==> src/rtl/posit_decode_serial_if.sv <==
// ---------------------------------------------------------------------------
// posit_decode_serial_if
// Bundles the upstream handshake (in_valid/in_ready/in_posit), the
// downstream handshake (out_valid/out_ready) and the decoded posit fields
// into one interface.
//   master : the environment around the decoder. It drives in_valid,
//            in_posit and out_ready, and observes everything else.
//   slave  : the decoder itself.
// Parameters N, ES and RS must match the ones given to the decoder.
// ---------------------------------------------------------------------------
interface posit_decode_serial_if #(
    parameter int N  = 32,
    parameter int ES = 4,
    parameter int RS = $clog2(N)
);
    logic              in_valid;
    logic              in_ready;
    logic [N-1:0]      in_posit;
    logic              out_valid;
    logic              out_ready;
    logic              sign;
    logic [RS:0]       regime;
    logic [ES-1:0]     exp;
    logic [ES+RS:0]    scale;
    logic [N-1:0]      mant;
    logic              zero;
    logic              inf;

    modport master (
        output in_valid, in_posit, out_ready,
        input  in_ready, out_valid, sign, regime, exp, scale, mant, zero, inf
    );

    modport slave (
        input  in_valid, in_posit, out_ready,
        output in_ready, out_valid, sign, regime, exp, scale, mant, zero, inf
    );
endinterface

==> src/rtl/posit_decode_serial.sv <==
// ---------------------------------------------------------------------------
// posit_decode_serial
// Serial posit decoder. Takes one N-bit posit and unpacks it into sign,
// signed regime k, exponent, combined scale (k*2^ES + exp) and a mantissa
// with the hidden 1 at the MSB. The regime run is walked one bit per clock,
// so latency depends on the run length.
// Ports:
//   clk   : clock, rising edge
//   nrst  : asynchronous active-low reset
//   bus   : posit_decode_serial_if.slave
//           in_valid/in_ready/in_posit  - operand handshake
//           out_valid/out_ready         - result handshake
//           sign, regime, exp, scale, mant, zero, inf - decoded fields
// ---------------------------------------------------------------------------
module posit_decode_serial #(
    parameter int N  = 32,
    parameter int ES = 4,
    parameter int RS = $clog2(N)
) (
    input  logic                clk,
    input  logic                nrst,
    posit_decode_serial_if.slave bus
);

    typedef enum logic [1:0] {IDLE, SCAN, DONE} state_t;

    localparam logic [N-1:0]  NAR      = {1'b1, {(N-1){1'b0}}};
    localparam logic [RS-1:0] CNT_MAX  = RS'(N-1);
    localparam logic [RS-1:0] CNT_ONE  = RS'(1);
    localparam logic [RS:0]   REG_ONE  = (RS+1)'(1);
    localparam logic [N-2:0]  MAG_ONE  = (N-1)'(1);

    state_t          state;
    logic [N-2:0]    shreg;
    logic [RS-1:0]   cnt;
    logic            r0;
    logic            sign_q;
    logic [RS:0]     regime_q;
    logic [ES-1:0]   exp_q;
    logic [N-1:0]    mant_q;
    logic            zero_q;
    logic            inf_q;
    logic            out_valid_q;

    logic [N-2:0]    mag_low;
    logic [N-2:0]    rest;
    logic [RS:0]     regime_c;
    logic            run_continues;

    // Only the bits below the sign are needed from the magnitude; the low
    // N-1 bits of a two's complement negation depend only on the low N-1
    // bits of the operand.
    always_comb begin
        mag_low = bus.in_posit[N-2:0];
        if (bus.in_posit[N-1]) begin
            mag_low = ~bus.in_posit[N-2:0] + MAG_ONE;
        end
    end

    // While scanning, the MSB of shreg is the bit under inspection. When the
    // run ends that bit is the terminator, which is shifted out so that the
    // exponent and fraction sit left-aligned in rest. A run that fills the
    // whole body has no terminator to drop.
    always_comb begin
        run_continues = (shreg[N-2] == r0) && (cnt < CNT_MAX);
        rest          = shreg;
        if (cnt < CNT_MAX) begin
            rest = shreg << 1;
        end
        regime_c = r0 ? ({1'b0, cnt} - REG_ONE) : -{1'b0, cnt};
    end

    // Control FSM. Output fields are only written when a result is
    // produced, so they stay stable for the whole time out_valid is high.
    always_ff @(posedge clk or negedge nrst) begin
        if (!nrst) begin
            state       <= IDLE;
            shreg       <= '0;
            cnt         <= '0;
            r0          <= 1'b0;
            sign_q      <= 1'b0;
            regime_q    <= '0;
            exp_q       <= '0;
            mant_q      <= '0;
            zero_q      <= 1'b0;
            inf_q       <= 1'b0;
            out_valid_q <= 1'b0;
        end else begin
            case (state)
                IDLE: begin
                    if (bus.in_valid) begin
                        sign_q <= bus.in_posit[N-1];
                        r0     <= mag_low[N-2];
                        shreg  <= mag_low;
                        cnt    <= '0;
                        if (bus.in_posit == '0) begin
                            zero_q      <= 1'b1;
                            inf_q       <= 1'b0;
                            regime_q    <= '0;
                            exp_q       <= '0;
                            mant_q      <= '0;
                            out_valid_q <= 1'b1;
                            state       <= DONE;
                        end else if (bus.in_posit == NAR) begin
                            zero_q      <= 1'b0;
                            inf_q       <= 1'b1;
                            regime_q    <= '0;
                            exp_q       <= '0;
                            mant_q      <= '0;
                            out_valid_q <= 1'b1;
                            state       <= DONE;
                        end else begin
                            state <= SCAN;
                        end
                    end
                end
                SCAN: begin
                    if (run_continues) begin
                        cnt   <= cnt + CNT_ONE;
                        shreg <= shreg << 1;
                    end else begin
                        regime_q    <= regime_c;
                        exp_q       <= rest[N-2 -: ES];
                        mant_q      <= {1'b1, rest[N-2-ES:0], {ES{1'b0}}};
                        zero_q      <= 1'b0;
                        inf_q       <= 1'b0;
                        out_valid_q <= 1'b1;
                        state       <= DONE;
                    end
                end
                DONE: begin
                    if (bus.out_ready) begin
                        out_valid_q <= 1'b0;
                        state       <= IDLE;
                    end
                end
                default: begin
                    state <= IDLE;
                end
            endcase
        end
    end

    // The low ES bits of k*2^ES are zero, so the scale is simply the
    // regime with the exponent appended.
    assign bus.in_ready  = (state == IDLE);
    assign bus.out_valid = out_valid_q;
    assign bus.sign      = sign_q;
    assign bus.regime    = regime_q;
    assign bus.exp       = exp_q;
    assign bus.scale     = {regime_q, exp_q};
    assign bus.mant      = mant_q;
    assign bus.zero      = zero_q;
    assign bus.inf       = inf_q;

endmodule

==> src/flat_wrapper.sv <==
// flat-port wrapper written by rule: the top's interface ports become plain ports
module posit_decode_serial_flat 
#(
    parameter int N  = 32,
    parameter int ES = 4,
    parameter int RS = $clog2(N)
)
  (clk, nrst, bus_in_valid, bus_in_posit, bus_out_ready, bus_in_ready, bus_out_valid, bus_sign, bus_regime, bus_exp, bus_scale, bus_mant, bus_zero, bus_inf);
  posit_decode_serial_if #(.N(N), .ES(ES), .RS(RS)) bus_i ();
  input  logic clk;
  input  logic nrst;
  input wire logic [$bits(bus_i.in_valid)-1:0] bus_in_valid;
  input wire logic [$bits(bus_i.in_posit)-1:0] bus_in_posit;
  input wire logic [$bits(bus_i.out_ready)-1:0] bus_out_ready;
  output wire logic [$bits(bus_i.in_ready)-1:0] bus_in_ready;
  output wire logic [$bits(bus_i.out_valid)-1:0] bus_out_valid;
  output wire logic [$bits(bus_i.sign)-1:0] bus_sign;
  output wire logic [$bits(bus_i.regime)-1:0] bus_regime;
  output wire logic [$bits(bus_i.exp)-1:0] bus_exp;
  output wire logic [$bits(bus_i.scale)-1:0] bus_scale;
  output wire logic [$bits(bus_i.mant)-1:0] bus_mant;
  output wire logic [$bits(bus_i.zero)-1:0] bus_zero;
  output wire logic [$bits(bus_i.inf)-1:0] bus_inf;
  assign bus_i.in_valid = bus_in_valid;
  assign bus_i.in_posit = bus_in_posit;
  assign bus_i.out_ready = bus_out_ready;
  assign bus_in_ready = bus_i.in_ready;
  assign bus_out_valid = bus_i.out_valid;
  assign bus_sign = bus_i.sign;
  assign bus_regime = bus_i.regime;
  assign bus_exp = bus_i.exp;
  assign bus_scale = bus_i.scale;
  assign bus_mant = bus_i.mant;
  assign bus_zero = bus_i.zero;
  assign bus_inf = bus_i.inf;
  posit_decode_serial #(.N(N), .ES(ES), .RS(RS)) u_core (.clk(clk), .nrst(nrst), .bus(bus_i));
endmodule
==> config.mk <==
export PLATFORM = sky130hd
export DESIGN_NAME = posit_decode_serial_flat
export DESIGN_NICKNAME = d
export VERILOG_FILES = /design/src/rtl/posit_decode_serial_if.sv /design/src/rtl/posit_decode_serial.sv /design/src/flat_wrapper.sv
export SDC_FILE = /design/constraint.sdc
export NUM_CORES = 1
export LEC_CHECK = 0
export BUFFER_PORTS_ARGS = -buffer_cell sky130_fd_sc_hd__buf_2
export CORE_MARGIN = 2
export CORE_UTILIZATION = 58
export CTS_CLUSTER_SIZE = 20
export DETAILED_ROUTE_END_ITERATION = 8
export PLACE_DENSITY_LB_ADDON = 0.08
export REMOVE_ABC_BUFFERS = 1
export SLEW_MARGIN = 0
export SYNTH_ARGS = -nofsm -noshare
export SYNTH_HDL_FRONTEND = slang
export SYNTH_SLANG_ARGS = --single-unit
==> constraint.sdc <==
create_clock -name clk -period 4.4 [get_ports clk]
set_input_delay 0.44 -clock clk [delete_from_list [all_inputs] [get_ports clk]]
set_output_delay 0.44 -clock clk [all_outputs]
set_load 0.01 [all_outputs]
==> impl_metrics.ini <==
[critical_path]
crit_family = simple AND/OR/NAND/NOR gates
crit_path_top_delay_cell = or3b_2
critical_path.max_stage_delay_ns = 0.53
crit_type = primary input to register
worstPathCellList = buf_2 > inv_1 > ha_1 > or3b_2 > or4_4 > nor4_4 > a21boi_4 > buf_4 > a32o_1
critPathBufInv = 3
crit_fanout = 20
cp-end-kind = register
critPathArrivalTime_ns = 3.02
startpoint_type = primary input
critPathRequiredTime_ns = 4.64

[timing]
fin_skew_ns = 0.01132
rsz0062_at_grt = false
layout_setup_ws_ns = 1.622
slew_headroom_pct = 32.61
hold_viol_final = 0
setup_violations = 0
worst_slew_pin_slew_ns = 1.011
slew_viol_final = 0
layout_worst_path_cycle_share_pct = 63.14
finalSetupTns_ns = 0
finalCriticalPeriod_ns = 2.778
whs_ns = 0.2542
fmax_mhz = 359.9

[power_and_ir_drop]
p_seq_share_pct = 37.9
combPwrFrac_pct = 46.1
clkPwrFrac_pct = 16.0
p_switching_mw = 1.562
swShare_pct = 42.36
vdd_drop_max_uv = 377.1
p_per_area_nw_per_um2 = 696.5
p_int_mw = 2.126
p_leak_nw = 2.495

[route]
wl_per_cell_um = 18.78
drt_iter0_markers = 200
drc = 0
drt_pre_antenna_iters = 5
via_count = 3939
routed_wl_um = 11930
viasPerCell = 6.203
ant_nets = 0

[cts]
post_cts_buffers = 0
cts_tree = done
clock_sinks = 81
cts_inserted_buffers = 9
clkTransAtPathRegs_ns = 0.08
clock_path_buffers = 2
htreeDepth = 3
cts_root_buf = clkbuf_8
ctsResizeCount = 0
cts_hold_buf = 0
clk_latency_ns = 0.35

[finish]
regArea_um2 = 2027
finalNetCount = 567
drive_gt1_share_pct = 25.33
utilization_pct = 67.82
diodes = 0
syn2layout_area_growth_pct = 11.57
final_cell_count_no_fill = 635
fillCellCount = 632
multi_input_area_um2 = 2394

[place]
hpwl_um = 7842
dp_cells = 619
numPortBuffers = 88
pre_cts_slack_ns = 1.264
place.gp.congestion = 0.8616

[global_routing]
grt_pass1_vias = 3927
grt_pass1_wl_um = 19310
grt_start_max_net_pins = 82
track_usage_pct = 28.06
antenna_found_initial = 0
grt-ovfl-total = 0

[synthesis]
yosysWarningCount = 0
async_flop_share_pct = 100.0
yosysTopAreaCell = dfrtp_1
syn_inst = 469
yosysTopAreaCellShare_pct = 42.71
synth_area_um2 = 4746
synth_edf_count = 0
synth.area.top_cells = dfrtp_1 43%, mux2i_1 7.8%, o2bb2ai_1 4.8%, o21ai_0 3.4%, o2bb2ai_2 3.2%
ys_seq_area_share_pct = 42.71
ys_seq_elements = 81
avgSynthCellArea_um2 = 10.12
yosys_most_used_dff = dfrtp_1
synth_cell_types = 57

[die]
die-area_um2 = 8922
die_w_um = 94.46
fp-row-count = 32
core_um2 = 7807
io_pins = 93
die_y_um = 94.46
start_util_pct = 60.79

[run]
timing.max_cap.violations = 0

[min_path]
worstHoldPathType = primary input to async pin

[run_status]
status = completed
-- synthesized netlist by cell type, types with 6 or more instances --
cell	instances
a211oi_1	7
a21oi_1	22
buf_4	14
buf_6	10
clkbuf_1	23
dfrtp_1	81
inv_1	7
mux2i_1	37
nand2_1	31
nand3_1	7
nor2_1	29
nor3_1	7
o21ai_0	32
o2bb2ai_1	26
o2bb2ai_2	10
o31ai_1	10
o41ai_1	6
or3_1	10
or4_1	6
xnor2_1	16
xor2_1	15
-- layout make-up --
cell class	instances	share of cell area, %
Timing Repair Buffer	97	9.641
Sequential cell	81	38.28
Tap cell	102	2.410
Multi-Input combinational cell	332	45.20
Clock buffer	10	2.410
Inverter	7	0.4962
Clock inverter	6	1.560
-- registers in the layout, summed over array words and instances (netlist names) --
signal and flops:
u_core.cnt 5, u_core.bus.out_valid 1, u_core.bus.inf 1, u_core.bus.regime 6, u_core.bus.zero 1, u_core.shreg 31
u_core.bus.exp 4, u_core.bus.sign 1, u_core.bus.mant 28, u_core.state 2, u_core.r0 1
-- cell usage in the layout (no fill, tap or decap), types with 6 or more instances in the layout --
cell        n
dfrtp_1    81
o21ai_0    31
clkbuf_8    9
o41ai_1     6
or4_1       6
xor2_1     15
nor3_1      7
xnor2_1    16
inv_1       7
nand2_1    31
a211oi_1    6
nor2_1     29
mux2i_1    37
or3_1      10
buf_4      10
o2bb2ai_2  10
nand3_1     7
o2bb2ai_1  26
buf_2      87
o31ai_1    10
a21oi_1    22
-- per-layer routing --
layer	up-vias	share of wire, %	GRT usage (%)
met5	-	0	0
met4	0	2.6	12.92
met3	25	5.9	3.990
met2	153	49	46.73
met1	1924	42	36.35
li1	1837	-	-
-- power by group through the flow --
stage          logic [mW]  clock network (mW)  registers (mW)
6_report             1.70               0.590            1.40
5_1_grt              1.87               0.635            1.44
4_1_cts              1.70               0.595            1.39
3_5_place_dp         1.69                   0            1.40
3_3_place_gp         1.64                   0            1.39
2_1_floorplan        1.00                   0            1.43
-- worst paths after layout --
check                                            start  slack, ns  cells past startpoint                                to
max in group asynchronous                         nrst       3.51                      1      u_core.shreg[19]$_DFFE_PN0P_
min in group clk                         bus_out_ready       0.35                      4       u_core.state[1]$_DFFE_PN0P_
min                                               nrst       0.25                      1  u_core.bus.regime[4]$_DFFE_PN0P_
max                                    bus_in_posit[0]       1.62                      9    u_core.bus.mant[4]$_DFFE_PN0P_
min reg2reg                u_core.bus.sign$_DFFE_PN0P_       0.48                      2       u_core.bus.sign$_DFFE_PN0P_
max reg2reg                  u_core.cnt[2]$_DFFE_PN0P_       2.14                      6  u_core.bus.regime[4]$_DFFE_PN0P_
-- per-stage QoR --
step	total power, mW	cell area [um2]
after floorplan	2.437	4423
after global placement	3.035	5085
after detailed placement	3.092	5085
after CTS	3.692	5295
after global routing	3.955	5295
final	3.688	5295
-- cells by family after synthesis --
logic type	after synthesis	synth area share, %
compound gates	146	23.33
xor+xnor	31	5.721
fa+ha+maj	3	0.7910
buf+inv	59	7.593
flops	81	42.71
mux	37	7.804
other cells	1	0.07902
simple gates	111	11.97
-- worst register-to-register path, cell delays in order, from the launching register on --
cell and delay (ns):
dfrtp_1 0.48, nand4_1 0.19, nor2_1 0.14, o21ai_4 0.21, a21boi_4 0.59, buf_4 0.39, o2bb2ai_1 0.17
Note: power is estimated with default switching activity, not from simulation.
